===== config.mk =====
export PLATFORM = sky130hd
export DESIGN_NAME = soc_bus_fabric
export DESIGN_NICKNAME = d
export VERILOG_FILES = /design/src/rtl/soc_bus_pkg.sv /design/src/rtl/soc_pclk_gen.sv /design/src/rtl/soc_bus_fabric.sv
export SDC_FILE = /design/constraint.sdc
export NUM_CORES = 1
export LEC_CHECK = 0
export BUFFER_PORTS_ARGS = -buffer_cell sky130_fd_sc_hd__buf_2
export CORE_UTILIZATION = 33
export DETAILED_ROUTE_END_ITERATION = 16
export GPL_ROUTABILITY_DRIVEN = 0
export GPL_TIMING_DRIVEN = 0
export PLACE_DENSITY = 0.81
export SYNTH_ARGS = -nofsm -noshare
export SYNTH_HDL_FRONTEND = slang
export SYNTH_SLANG_ARGS = --single-unit

===== constraint.sdc =====
create_clock -name clk -period 1.77 [get_ports clk]
set_input_delay 0.354 -clock clk [delete_from_list [all_inputs] [get_ports clk]]
set_output_delay 0.354 -clock clk [all_outputs]
set_load 0.03 [all_outputs]

===== src/rtl/soc_bus_pkg.sv =====
// Shared constants and encodings for the 65xx SoC bus fabric: page defaults,
// wait-FSM states, slot-index width and read-mux select codes.
package soc_bus_pkg;

    localparam logic [3:0] RAMPAGE_DEF = 4'h0;
    localparam logic [3:0] IOPAGE_DEF  = 4'hd;

    localparam int SLOT_IDX_W = 6;
    localparam int WAIT_CNT_W = 3;

    localparam logic [1:0] ST_IDLE    = 2'd0;
    localparam logic [1:0] ST_WAIT    = 2'd1;
    localparam logic [1:0] ST_RELEASE = 2'd2;

    typedef enum logic [1:0] {
        SEL_ROM  = 2'd0,
        SEL_RAM  = 2'd1,
        SEL_SLOT = 2'd2
    } sel_e;

endpackage


===== src/rtl/soc_pclk_gen.sv =====
// Modulo-DIV peripheral clock-enable generator: one-cycle strobe every DIV
// clocks, first strobe DIV cycles after reset release.
module soc_pclk_gen #(
    parameter int DIV = 10
) (
    input  logic clk,
    input  logic reset_n,
    output logic o_pclk
);

    localparam int              CNT_W = (DIV > 2) ? $clog2(DIV) : 1;
    localparam logic [CNT_W-1:0] LAST = CNT_W'(DIV - 1);

    logic [CNT_W-1:0] r_cnt;
    logic             r_pclk;

    always_ff @(posedge clk or negedge reset_n) begin
        if (!reset_n) begin
            r_cnt  <= '0;
            r_pclk <= 1'b0;
        end else if (r_cnt == LAST) begin
            r_cnt  <= '0;
            r_pclk <= 1'b1;
        end else begin
            r_cnt  <= r_cnt + 1'b1;
            r_pclk <= 1'b0;
        end
    end

    assign o_pclk = r_pclk;

endmodule


===== src/rtl/soc_bus_fabric.sv =====
// Address decode, registered read-data mux, slot wait-state insertion and IRQ
// merge for the 65xx SoC. Wait states are built only when SLOT_WAIT_EN is defined.
module soc_bus_fabric
    import soc_bus_pkg::*;
#(
    parameter int               CLK_FREQ  = 35000000,
    parameter int               PCLK_FREQ = 3500000,
    parameter int               NSLOT     = 4,
    parameter logic [3:0]       RAMPAGE   = RAMPAGE_DEF,
    parameter logic [3:0]       IOPAGE    = IOPAGE_DEF,
    parameter logic [3*NSLOT-1:0] SLOT_WAIT = '0
) (
    input  logic               clk,
    input  logic               reset_n,
    input  logic [15:0]        cpu_ab,
    input  logic               cpu_we_n,
    output logic [7:0]         cpu_di,
    output logic               cpu_rdy,
    output logic               bus_we_n,
    output logic               ram_we,
    input  logic [7:0]         ram_do,
    input  logic [7:0]         rom_do,
    output logic [NSLOT-1:0]   slot_cs_n,
    input  logic [8*NSLOT-1:0] slot_do,
    input  logic [NSLOT-1:0]   slot_irq_n,
    input  logic               ext_irq_n,
    output logic               cpu_irq_n,
    output logic               pclk
);

    localparam int PCLK_DIV = CLK_FREQ / PCLK_FREQ;

    logic [3:0]            w_page;
    logic [SLOT_IDX_W-1:0] w_idx;
    logic                  w_ram_hit;
    logic                  w_io_page;
    logic [NSLOT-1:0]      w_slot_hit_vec;
    logic                  w_slot_hit;
    sel_e                  w_sel;
    sel_e                  r_sel;
    logic [SLOT_IDX_W-1:0] r_idx;
    logic [7:0]            w_slot_data;
    logic                  r_irq_s1;
    logic                  r_irq_s2;
    logic                  w_unused_ab;

    assign w_page      = cpu_ab[15:12];
    assign w_idx       = cpu_ab[11:6];
    assign w_ram_hit   = (w_page == RAMPAGE);
    assign w_io_page   = (w_page == IOPAGE);
    assign w_unused_ab = ^cpu_ab[5:0];

    // Subpages at or above NSLOT match no slot and therefore fall through to ROM.
    for (genvar gi = 0; gi < NSLOT; gi++) begin : g_slot
        assign w_slot_hit_vec[gi] = w_io_page && (w_idx == SLOT_IDX_W'(gi));
        assign slot_cs_n[gi]      = ~w_slot_hit_vec[gi];
    end

    assign w_slot_hit = |w_slot_hit_vec;

    always_comb begin
        w_sel = SEL_ROM;
        if (w_ram_hit)
            w_sel = SEL_RAM;
        else if (w_slot_hit)
            w_sel = SEL_SLOT;
    end

    // Decode is registered so the mux lines up with the synchronous memories.
    always_ff @(posedge clk or negedge reset_n) begin
        if (!reset_n) begin
            r_sel <= SEL_ROM;
            r_idx <= '0;
        end else begin
            r_sel <= w_sel;
            r_idx <= w_idx;
        end
    end

    always_comb begin
        w_slot_data = '0;
        for (int i = 0; i < NSLOT; i++) begin
            if (r_idx == SLOT_IDX_W'(i))
                w_slot_data = slot_do[8*i +: 8];
        end
        case (r_sel)
            SEL_RAM:  cpu_di = ram_do;
            SEL_SLOT: cpu_di = w_slot_data;
            default:  cpu_di = rom_do;
        endcase
    end

`ifdef SLOT_WAIT_EN
    logic [1:0]            r_state;
    logic [1:0]            w_state_next;
    logic [WAIT_CNT_W-1:0] r_cnt;
    logic [WAIT_CNT_W-1:0] w_cnt_next;
    logic [WAIT_CNT_W-1:0] w_wait;
    logic                  w_stall;

    always_comb begin
        w_wait = '0;
        for (int i = 0; i < NSLOT; i++) begin
            if (w_slot_hit_vec[i])
                w_wait = SLOT_WAIT[3*i +: 3];
        end
    end

    // The first stall cycle is raised combinationally in IDLE, so WAIT covers
    // the remaining W-1 cycles and RELEASE guarantees one ready cycle.
    always_comb begin
        w_state_next = r_state;
        w_cnt_next   = r_cnt;
        w_stall      = 1'b0;
        case (r_state)
            ST_IDLE: begin
                if (w_slot_hit && (w_wait != '0)) begin
                    w_stall      = 1'b1;
                    w_cnt_next   = w_wait - 1'b1;
                    w_state_next = (w_wait == WAIT_CNT_W'(1)) ? ST_RELEASE : ST_WAIT;
                end
            end
            ST_WAIT: begin
                w_stall    = 1'b1;
                w_cnt_next = r_cnt - 1'b1;
                if (r_cnt == WAIT_CNT_W'(1))
                    w_state_next = ST_RELEASE;
            end
            ST_RELEASE: w_state_next = ST_IDLE;
            default:    w_state_next = ST_IDLE;
        endcase
    end

    always_ff @(posedge clk or negedge reset_n) begin
        if (!reset_n) begin
            r_state <= ST_IDLE;
            r_cnt   <= '0;
        end else begin
            r_state <= w_state_next;
            r_cnt   <= w_cnt_next;
        end
    end

    // Reset forces ready immediately even while a slow slot is still addressed.
    assign cpu_rdy  = ~w_stall | ~reset_n;
    assign bus_we_n = cpu_we_n | ~cpu_rdy;
`else
    logic w_unused_cfg;

    assign w_unused_cfg = ^SLOT_WAIT;
    assign cpu_rdy      = 1'b1;
    assign bus_we_n     = cpu_we_n;
`endif

    assign ram_we = ~bus_we_n & w_ram_hit;

    always_ff @(posedge clk or negedge reset_n) begin
        if (!reset_n) begin
            r_irq_s1 <= 1'b1;
            r_irq_s2 <= 1'b1;
        end else begin
            r_irq_s1 <= ext_irq_n;
            r_irq_s2 <= r_irq_s1;
        end
    end

    assign cpu_irq_n = r_irq_s2 & (&slot_irq_n);

    soc_pclk_gen #(
        .DIV (PCLK_DIV)
    ) u_pclk_gen (
        .clk     (clk),
        .reset_n (reset_n),
        .o_pclk  (pclk)
    );

endmodule

### After elaboration in Yosys (flattened, before gate mapping)

Cells that the tools add are included.

* flip-flop bits (word level): 15
* input port bits: 72
* output and inout port bits: 17
* logic and storage cells: 42

* add/sub/neg operators: 1
* eq/ne operators: 10
* mux-type cells: 9
* bitwise gates (word level): 7
* reduce and logical (&&, ||, !) cells: 9

Operators by type and width (count)
* two-way mux 8 bit: 4
* == test 6 x 2 -> 1 bit, second input constant: 4
* case mux 8 bit (2 select lines): 1
* == test 6 x 1 -> 1 bit, second input constant: 2
* zero test 6 bit: 2
* == test 4 bit, second input constant: 2
* inverter 1 bit: 5
* adder 4 x 1 -> 4 bit, second input constant: 1
* logical AND 1 bit: 4
* zero test 4 bit: 1
* two-way mux 2 bit: 2
* two-way mux 4 bit: 1
* AND reduction 4 bit: 1
* OR reduction 4 bit: 1
* AND 1 bit: 2
* == test 2 x 1 -> 1 bit, second input constant: 1
* == test 2 bit, second input constant: 1
* two-way mux 1 bit: 1

### Depth between registers and ports, before layout

* word-level depth: 6
* gate-level depth with buffers: 7
* gate-level depth less buffers: 5

### By module

Synthesis repeated with hierarchy kept, for this count alone.

* cells, all modules: 97
* area total of the unflattened synthesis: 948.4 um^2

Modules (own cells, without submodules)
* soc_bus_fabric: times used 1, cells an instance 81, area each 752.0 um^2, sequential area each 252.7 um^2
* soc_pclk_gen: times used 1, cells an instance 16, area each 196.4 um^2, sequential area each 125.1 um^2

### Least setup slack after synthesis

OpenSTA, ideal clock, no wires.

* path type: flip-flop to output port
* from: register r_sel[0]
* to: output cpu_di[1]
* data arrival time: 1816 ps
* data required time: 1416 ps
* setup slack: -400 ps
* cell stages (with the launch flop): 7
* buffers on the path: 1
* path through: dfrtp_1 -> inv_1 -> ha_1 -> nor2b_1 -> buf_1 -> o211ai_1 -> o21ai_0

* cells in the longest elaborated chain, start to end: 2
* elaborated cells between the ends (all ways): 3
* classes of those cells: eq/ne (2); mux (1)

RTL lines
* start, declared: RTL line soc_bus_fabric.sv:40 `sel_e r_sel;`
* start signal, assigned: RTL line soc_bus_fabric.sv:75 `r_sel <= w_sel;`
* == test 2 bit / == test 2 x 1 -> 1 bit (equally long branches): RTL line soc_bus_fabric.sv:86 `case (r_sel)`
* case mux 8 bit (2 select lines) *: RTL line soc_bus_fabric.sv:86
* end, declared: RTL line soc_bus_fabric.sv:17 `output logic [7:0] cpu_di,`

Every way passes the cells marked *; elsewhere a longest branch is shown, timed or not.

### Worst setup path in the final report

* from: register r_sel[1]
* to: output cpu_di[0]

The elaborated chain is that of the path after synthesis.

==> reports/results.ini <==
[layout]
finalNetCount=264
final_cells=220
drive_above_1_share=0.704
layout.cells.most_common=buf_2
num_antenna_cells=0
final_util=0.624
area_delta_synth_final_pct=80.8
final_cell_mix=67 x buf_2, 16 x buf_6, 12 x dfrtp_1, 9 x buf_4
post-route-cell-area_sq_um=1710

[timing]
setup_ws_ns=-0.270
hold_viol=0
period_minus_slack_ns=2.04
report.final.slew_viol_count=0
finalSetupViolCount=12
fin_crit_sh=1.15
fmaxAchievable_ghz=0.490
rsz0062_at_grt=true
holdWs_ns=0.168
fin_worst_skew_ns=0.00515
setup_tns_ns=-2.16

[logic_synthesis]
syn_nets=172
synth_area_leaders=dfrtp_1 34%, mux2_2 9.5%, o211ai_1 6.4%
yosysUniqueCellTypes=30
synth_cells=98
async_flop_share=1.00
synth_ff_type=dfrtp_1
syn_avg_cell_area_sq_um=9.63
ys_ff_latch=15
yosys_warnings=0
syn_area_sq_um=943
ys_seq_area_frac=0.401
synth_edf_count=0
synth_top_area_frac=0.345
synth_top_cell_by_area=dfrtp_1

[placed_design]
hpwl_um=2050
post-place-ws_ns=-0.261
dpl_cell_area_sq_um=1430
port_buffers=81
placedCellCount=210

[setup_path]
worstPathArrival_ns=1.69
regToRegSetupSlack_ns=0.79
start_kind=register
critPathKind=reg2out
endpoint_kind=output pin
cp.required_ns=1.42
critPathMaxFanout=8

[clock_tree]
cts_buffers=3
cts_tree=yes
clock_sinks=15
cts-root-buf=clkbuf_4
clockBufferDepth=2
clk_pin_slew_worst_paths_ns=0.08
htreeDepth=1
clkLatencyLatePin_ns=0.28

[drt]
dr.pass1.iters=3
wl_um=2910
drc=0
wl_per_cell_um=13.2
vias=1105
ant_nets=0
viasPerCell=5.02
drtIter0Drc=18

[grt]
grt_pass1_wl_um=4360
grt_antenna_before_repair=0
first_global_vias=1073
grt_overflow_total=0
grt_max_degree=16
track_usage=0.178

[power]
power.leakage_nw=0.791
cellPowerDensity_nw_per_um2=467
max-vdd-ir-drop_v=0.000428
finalPower_mw=0.797

[run_status]
failed_checks=negative setup slack
outcome=complete, but fails checks

[hold_path]
min_path_type=in2reg

[floorplan]
dieArea_sq_um=3080
row_count=19
chipHeight_um=55.5
core_sq_um=2730
initial_utilization=0.345
fp.dieW_um=55.5
io_pins=89

[flow_run]
drv_cap=0

[state kept, by name, summed over array words and instances, names as in the netlist]
register,flops
r_idx,6
r_irq_s1,1
r_irq_s2,1
r_sel,2
u_pclk_gen.o_pclk,1
u_pclk_gen.r_cnt,4
[cells in the mapped netlist (2+ instances only)]
| library cell | n |
|---|---|
| clkbuf_1 | 4 |
| buf_4 | 2 |
| nand2b_1 | 2 |
| o22ai_1 | 8 |
| a22oi_1 | 7 |
| nand2_1 | 6 |
| dfrtp_1 | 13 |
| nand3b_1 | 2 |
| o21ai_0 | 9 |
| nand3_1 | 3 |
| dfstp_2 | 2 |
| mux2_2 | 8 |
| nor2b_1 | 3 |
| inv_1 | 4 |
| ha_1 | 2 |
| nor2_1 | 2 |
| o211ai_1 | 8 |
[power breakdown]
group | internal, mW | switching [mW] | leakage, nW
clock network | 0.0873 | 0.0968 | 0.0150
registers | 0.354 | 0.00842 | 0.179
logic | 0.132 | 0.117 | 0.597
total | 0.574 | 0.222 | 0.791
[logic make-up after synthesis]
kind of cell,share of synthesized area
adder cells (fa/ha/maj),0.0265
AND/OR/NAND/NOR,0.160
multiplexers,0.0955
XOR/XNOR,0.00929
other,0.00397
flip-flops,0.401
buffers and inverters,0.0570
AO/OA/AOI/OAI,0.247
[routing by layer]
layer / part of all wire / vias to the layer above / GRT usage / wire, um
met4: 0.0021 / 0 / 0.0571 / 6
met2: 0.54 / 57 / 0.360 / 1580
met3: 0.068 / 2 / 0.0304 / 198
met1: 0.39 / 496 / 0.181 / 1120
met5: 0 / - / 0 / 0
li1: - / 550 / - / -
[critical path, stage by stage, from the launching register on]
cell	delay (ns)
dfrtp_1	0.41
ha_4	0.25
nor2b_1	0.10
buf_4	0.16
o211ai_1	0.10
o221ai_2	0.23
buf_6	0.16
[area by class of cell]
class	instances	area, sq um
Tap cell	31	38.8
Multi-Input combinational cell	71	624
Fill cell	227	1030
Buffer	6	58.8
Inverter	4	15.0
Timing Repair Buffer	89	563
Clock buffer	4	26.3
Sequential cell	15	379
[worst paths after layout]
path                                          start                   to  depth (start not counted)
worst max-delay path                       r_sel[1]            cpu_di[0]                          6
worst min-delay path                      ext_irq_n             r_irq_s1                          1
worst max register to register  u_pclk_gen.r_cnt[0]  u_pclk_gen.r_cnt[3]                          3
worst min register to register             r_irq_s1             r_irq_s2                          0
max in group asynchronous                   reset_n             r_irq_s2                          2
min in group asynchronous                   reset_n  u_pclk_gen.r_cnt[1]                          2
[timing repair]
| item | 4_1_cts | 5_1_grt |
|---|---|---|
| gates resized for setup | 37 | 17 |
| endpoints found under the setup margin | 12 | 12 |
| pin swaps | 2 | 16 |
| endpoints found under the hold margin | 13 | 0 |
| setup buffers | 4 | 3 |
| hold buffers | 1 | 0 |
No activity file was read; power rests on OpenSTA's default activity.
